--- src/rtl/instr_fetch_pkg.sv ---
// Shared constants and state encoding for the instruction fetch stage.
package instr_fetch_pkg;

    localparam logic [6:0]  OP_JAL    = 7'b1101111;
    localparam logic [6:0]  OP_JALR   = 7'b1100111;
    localparam logic [6:0]  OP_BRANCH = 7'b1100011;
    localparam logic [6:0]  OP_NOP    = 7'b0010011;
    localparam logic [31:0] NOP_INSTR = 32'h0000_0013;

    typedef enum logic [1:0] {
        ST_IDLE  = 2'd0,
        ST_FETCH = 2'd1,
        ST_VALID = 2'd2,
        ST_DROP  = 2'd3
    } fetch_state_e;

endpackage

--- src/rtl/instr_fetch_if.sv ---
// Instruction-memory read port between the fetch stage (master) and memory (slave).
interface instr_fetch_if;
    // Request/ack handshake: the master raises imem_req with imem_addr and holds both
    // stable until the slave returns a one-cycle imem_ack pulse that qualifies imem_rdata.
    logic        imem_req;
    logic [31:0] imem_addr;
    logic        imem_ack;
    logic [31:0] imem_rdata;

    modport master (output imem_req, imem_addr, input imem_ack, imem_rdata);
    modport slave  (input imem_req, imem_addr, output imem_ack, imem_rdata);
endinterface

--- src/rtl/instr_fetch_imm_gen.sv ---
// Combinational extraction of the sign-extended control-flow offset for the PC stage.
module imm_gen
    import instr_fetch_pkg::*;
(
    input  logic [31:0] instr,
    input  logic [6:0]  OP,
    output logic [31:0] up_amt
);

    // The opcode field arrives separately on OP, already forced to NOP when not valid.
    logic unused_opcode_bits;
    assign unused_opcode_bits = ^instr[6:0];

    always_comb begin
        up_amt = 32'h0;
        case (OP)
            OP_JAL:    up_amt = {{12{instr[31]}}, instr[19:12], instr[20], instr[30:21], 1'b0};
            OP_BRANCH: up_amt = {{20{instr[31]}}, instr[7], instr[30:25], instr[11:8], 1'b0};
            OP_JALR:   up_amt = {{21{instr[31]}}, instr[30:20]};
            default:   up_amt = 32'h0;
        endcase
    end

endmodule

--- src/rtl/instr_fetch.sv ---
// Single-entry instruction fetch stage: reads one word per request and holds it for decode.
module instr_fetch
    import instr_fetch_pkg::*;
(
    input  logic                 CLK,
    input  logic                 RESET,
    input  logic [31:0]          IP,
    input  logic                 dec_ready,
    input  logic                 flush,
    instr_fetch_if.master        imem,
    output logic [31:0]          instr,
    output logic                 instr_valid,
    output logic [6:0]           OP,
    output logic [31:0]          up_amt,
    output fetch_state_e         fsm_state
);

    localparam logic [1:0] S_IDLE  = ST_IDLE;
    localparam logic [1:0] S_FETCH = ST_FETCH;
    localparam logic [1:0] S_VALID = ST_VALID;
    localparam logic [1:0] S_DROP  = ST_DROP;

    logic [1:0]  state_q, state_d;
    logic [31:0] addr_q, addr_d;
    logic [31:0] instr_q, instr_d;

    always_comb begin
        state_d = state_q;
        addr_d  = addr_q;
        instr_d = instr_q;
        case (state_q)
            S_IDLE: begin
                addr_d  = IP;
                state_d = S_FETCH;
            end
            S_FETCH: begin
                // A flush without ack must still wait out the outstanding read in DROP.
                if (flush) begin
                    state_d = imem.imem_ack ? S_IDLE : S_DROP;
                end else if (imem.imem_ack) begin
                    instr_d = imem.imem_rdata;
                    state_d = S_VALID;
                end
            end
            S_VALID: begin
                if (flush) begin
                    instr_d = NOP_INSTR;
                    state_d = S_IDLE;
                end else if (dec_ready) begin
                    addr_d  = IP;
                    state_d = S_FETCH;
                end
            end
            S_DROP: begin
                if (imem.imem_ack) state_d = S_IDLE;
            end
            default: state_d = S_IDLE;
        endcase
    end

    always_ff @(posedge CLK or negedge RESET) begin
        if (!RESET) begin
            state_q <= S_IDLE;
            addr_q  <= 32'h0;
            instr_q <= NOP_INSTR;
        end else begin
            state_q <= state_d;
            addr_q  <= addr_d;
            instr_q <= instr_d;
        end
    end

    // Request is decoded from state so an asynchronous reset drops it at once.
    assign imem.imem_req  = (state_q == S_FETCH) || (state_q == S_DROP);
    assign imem.imem_addr = addr_q;

    assign instr       = instr_q;
    assign instr_valid = (state_q == S_VALID);
    assign OP          = instr_valid ? instr_q[6:0] : OP_NOP;
    assign fsm_state   = fetch_state_e'(state_q);

    imm_gen u_imm_gen (
        .instr  (instr_q),
        .OP     (OP),
        .up_amt (up_amt)
    );

endmodule

--- src/flat_wrapper.sv ---
// flat-port wrapper written by rule: the top's interface ports become plain ports
module instr_fetch_flat import instr_fetch_pkg::*;
  (CLK, RESET, IP, dec_ready, flush, instr, instr_valid, OP, up_amt, fsm_state, imem_imem_req, imem_imem_addr, imem_imem_ack, imem_imem_rdata);
  instr_fetch_if imem_i ();
  input  logic CLK;
  input  logic RESET;
  input  logic [31:0] IP;
  input  logic dec_ready;
  input  logic flush;
  output logic [31:0] instr;
  output logic instr_valid;
  output logic [6:0] OP;
  output logic [31:0] up_amt;
  output fetch_state_e fsm_state;
  output wire logic [$bits(imem_i.imem_req)-1:0] imem_imem_req;
  output wire logic [$bits(imem_i.imem_addr)-1:0] imem_imem_addr;
  input wire logic [$bits(imem_i.imem_ack)-1:0] imem_imem_ack;
  input wire logic [$bits(imem_i.imem_rdata)-1:0] imem_imem_rdata;
  assign imem_imem_req = imem_i.imem_req;
  assign imem_imem_addr = imem_i.imem_addr;
  assign imem_i.imem_ack = imem_imem_ack;
  assign imem_i.imem_rdata = imem_imem_rdata;
  instr_fetch u_core (.CLK(CLK), .RESET(RESET), .IP(IP), .dec_ready(dec_ready), .flush(flush), .imem(imem_i), .instr(instr), .instr_valid(instr_valid), .OP(OP), .up_amt(up_amt), .fsm_state(fsm_state));
endmodule
--- config.mk ---
export PLATFORM = sky130hd
export DESIGN_NAME = instr_fetch_flat
export DESIGN_NICKNAME = d
export VERILOG_FILES = /design/src/rtl/instr_fetch_pkg.sv /design/src/rtl/instr_fetch_if.sv /design/src/rtl/instr_fetch_imm_gen.sv /design/src/rtl/instr_fetch.sv /design/src/flat_wrapper.sv
export SDC_FILE = /design/constraint.sdc
export NUM_CORES = 1
export LEC_CHECK = 0
export CELL_PAD_IN_SITES_DETAIL_PLACEMENT = 1
export CELL_PAD_IN_SITES_GLOBAL_PLACEMENT = 2
export CORE_MARGIN = 4
export CORE_UTILIZATION = 23
export DETAILED_ROUTE_END_ITERATION = 8
export PLACE_DENSITY_LB_ADDON = 0.05
export SYNTH_ARGS = -nofsm -noshare
export SYNTH_HDL_FRONTEND = slang
export SYNTH_SLANG_ARGS = --single-unit
--- constraint.sdc ---
create_clock -name CLK -period 5.9 [get_ports CLK]
set_clock_uncertainty 0.05 [all_clocks]
set_input_delay 1.18 -clock CLK [delete_from_list [all_inputs] [get_ports CLK]]
set_output_delay 1.18 -clock CLK [all_outputs]
set_load 0.1 [all_outputs]
==> flow_metrics.tcl <==
set metrics [dict create \
    outcome "completed" \
    ys_top_cells_by_area "dfrtp_1, mux2_2, a22o_1, buf_4, and2_1" \
    syn_area_um2 2830 \
    tightest_slew_ns 1.04 \
    start_kind "register" \
    dr.pass1.iters 4 \
    wl_um 9450 \
    die-area_um2 14100 \
    grt_usage_pct 13.8 \
    yosys_warnings 0 \
    critPathTopFamily "buffers and inverters" \
    whs_ns 0.443 \
    path_cells "or3b_1 -> nor3_1 -> buf_4 -> and2_1 -> clkdlybuf4s50_1" \
    antenna_found_initial 0 \
    min_period_over_period_pct 74.6 \
    slew-limit-headroom_pct 30.8 \
    hold_viol 0 \
    worstPathArrival_ns 3.17 \
    htree_num_levels 3 \
    critPathMaxStageDelay_ns 1.21 \
    area_growth_pct 74.3 \
    drive_gt1_share_pct 14.4 \
    avgSynthCellArea_um2 12.6 \
    rsz0062_at_grt "false" \
    crit_buf_inv 2 \
    drtIter0Drc 76 \
    clock-sinks 66 \
    cts_buffer_depth 2 \
    end_kind "output port" \
    cts_resized 0 \
    io_pins 176 \
    coreArea_um2 12000 \
    setup_viol 0 \
    grt_pass1_wl_um 15000 \
    holdBufCountCts 0 \
    synth_fp_nets 293 \
    cp_slowest_cell "clkdlybuf4s50_1" \
    post-cts-setup-buffers 0 \
    num-nets-final 454 \
    die_h_um 119 \
    clk_pin_slew_ns 0.05 \
    maxCapViolCount 0 \
    slew_violations 0 \
    final_antenna_net_count 0 \
    grt_pass1_vias 2605 \
    worst_ep_required_time_ns 4.67 \
    route.detailed.drc 0 \
    antenna_cells 0 \
    die_width_um 119 \
    yosysSeqAreaShare_pct 58.5 \
    hp-class "register to register" \
    port_buffers 175 \
    vias 2442 \
    crit_fanout 12 \
    grt-ovfl-total 0 \
    fmax_mhz 227 \
    start_util_pct 23.5 \
    utilization_pct 41.0 \
    yosysUniqueCellTypes 29 \
    drt-vias-per-instance 4.55 \
    synth-seq-cells 66 \
    dpl.hpwl_um 6670 \
    grt_max_degree 67 \
    fillers 1316 \
    setup_tns_ns 0 \
    cts_buffers 9 \
    synth_largest_type_area_fraction_pct 55.8 \
    cts_tree "yes" \
    yosys.area.top_type "dfrtp_1" \
    period_needed_ns 4.40 \
    critPathKind "register to output port" \
    wl_per_cell_um 17.6 \
    rrSetupSlack_ns 3.85 \
    rows 40 \
    place_congestion 0.745 \
    clk_latency_ns 0.32 \
    root_buffer "clkbuf_16" \
    synth_cells 224 \
]
-- registers in the layout, indices dropped and copies added, names as in the netlist --
register / flops
u_core.imem.imem_addr: 32
u_core.instr: 32
u_core.fsm_state: 2
-- routing by layer --
| layer | part of all wire [%] | vias to the layer above | GRT usage, % |
|---|---|---|---|
| met3 | 12 | 11 | 7.12 |
| met1 | 40 | 1210 | 15.9 |
| met2 | 47 | 111 | 21.5 |
| met5 | 0 | - | 0 |
| li1 | - | 1110 | - |
| met4 | 1.7 | 0 | 5.79 |
-- cell usage after synthesis --
cell type	n
a21bo_2	1
a21o_1	1
a21oi_1	11
a22o_1	29
a22oi_1	4
a31oi_1	1
and2_1	13
and4bb_2	1
buf_1	2
buf_2	6
buf_4	11
buf_6	1
clkbuf_1	7
dfrtp_1	63
dfstp_2	3
inv_1	1
mux2_1	1
mux2_2	31
mux2i_1	1
nand2_1	12
nand2b_1	4
nand4_1	1
nor2_1	6
nor2b_1	3
nor3_1	3
o21ai_0	2
o22a_1	3
or2_1	1
or3b_1	1
-- layout by cell type (no fill, tap or decap) --
cell | Yosys | routed
clkdlybuf4s50_1 | 0 | 174
dfrtp_1 | 63 | 63
mux2_2 | 31 | 31
a22o_1 | 29 | 29
and2_1 | 13 | 13
nand2_1 | 12 | 12
a21oi_1 | 11 | 9
clkbuf_16 | 0 | 9
nor2_1 | 6 | 6
nand2b_1 | 4 | 4
a22oi_1 | 4 | 4
nor2b_1 | 3 | 3
nor3_1 | 3 | 3
o22a_1 | 3 | 3
clkinv_2 | 0 | 3
buf_4 | 11 | 3
dfstp_2 | 3 | 3
o21ai_0 | 2 | 2
or3b_1 | 1 | 1
nand4_1 | 1 | 1
or2_1 | 1 | 1
a21bo_2 | 1 | 1
a21oi_4 | 0 | 1
and4bb_2 | 1 | 1
a21oi_2 | 0 | 1
inv_1 | 1 | 1
a31oi_1 | 1 | 1
a21o_1 | 1 | 1
mux2i_1 | 1 | 1
mux2_1 | 1 | 1
clkbuf_8 | 0 | 1
clkinv_4 | 0 | 1
bufinv_16 | 0 | 1
clkbuf_1 | 7 | 1
-- through the flow --
| stage | instance area [um^2] | cells | setup WS (ns) |
|---|---|---|---|
| finish | 4930 | 537 | 1.50 |
| CTS | 4930 | 537 | 1.45 |
| global placement | 4630 | 521 | 1.90 |
| detailed placement | 4630 | 521 | 1.82 |
| floorplan | 2830 | 224 | 0.262 |
| global route | 4930 | 537 | 1.25 |
-- final cells by class --
type	instances	area (um^2)	share of cell area, %
clock buffer	11	243	4.92
clock inverter	5	53.8	1.09
inverter	1	3.75	0.0761
multi-input combinational	130	1030	20.8
sequential	66	1660	33.6
tap	147	184	3.73
timing repair buffer	177	1760	35.8
-- kinds of logic (layout without fill, tap and decap cells) --
family          after synthesis  in the layout  synth area share, %
flops                        66             66                 58.5
compound gates               52             52                 14.1
simple gates                 45             45                 8.54
mux                          33             33                 13.1
buf+inv                      28            194                 5.71
-- path summary, 6_finish.rpt --
| path | startpoint | to | depth (start not counted) |
|---|---|---|---|
| min | u_core.imem.imem_addr[31]$_DFFE_PN0P_ | u_core.imem.imem_addr[31]$_DFFE_PN0P_ | 1 |
| max | u_core.fsm_state[0]$_DFFE_PN0P_ | up_amt[30] | 5 |
| max reg2reg | u_core.fsm_state[0]$_DFFE_PN0P_ | u_core.instr[20]$_DFFE_PN0P_ | 4 |
| max in group asynchronous | RESET | u_core.imem.imem_addr[22]$_DFFE_PN0P_ | 1 |
| min reg2reg | u_core.imem.imem_addr[31]$_DFFE_PN0P_ | u_core.imem.imem_addr[31]$_DFFE_PN0P_ | 1 |
| min in group asynchronous | RESET | u_core.instr[27]$_DFFE_PN0P_ | 1 |
Power is left out: the tool's default activity adds up to more than one toggle a clock period on the data nets, which glitch-free logic cannot reach.
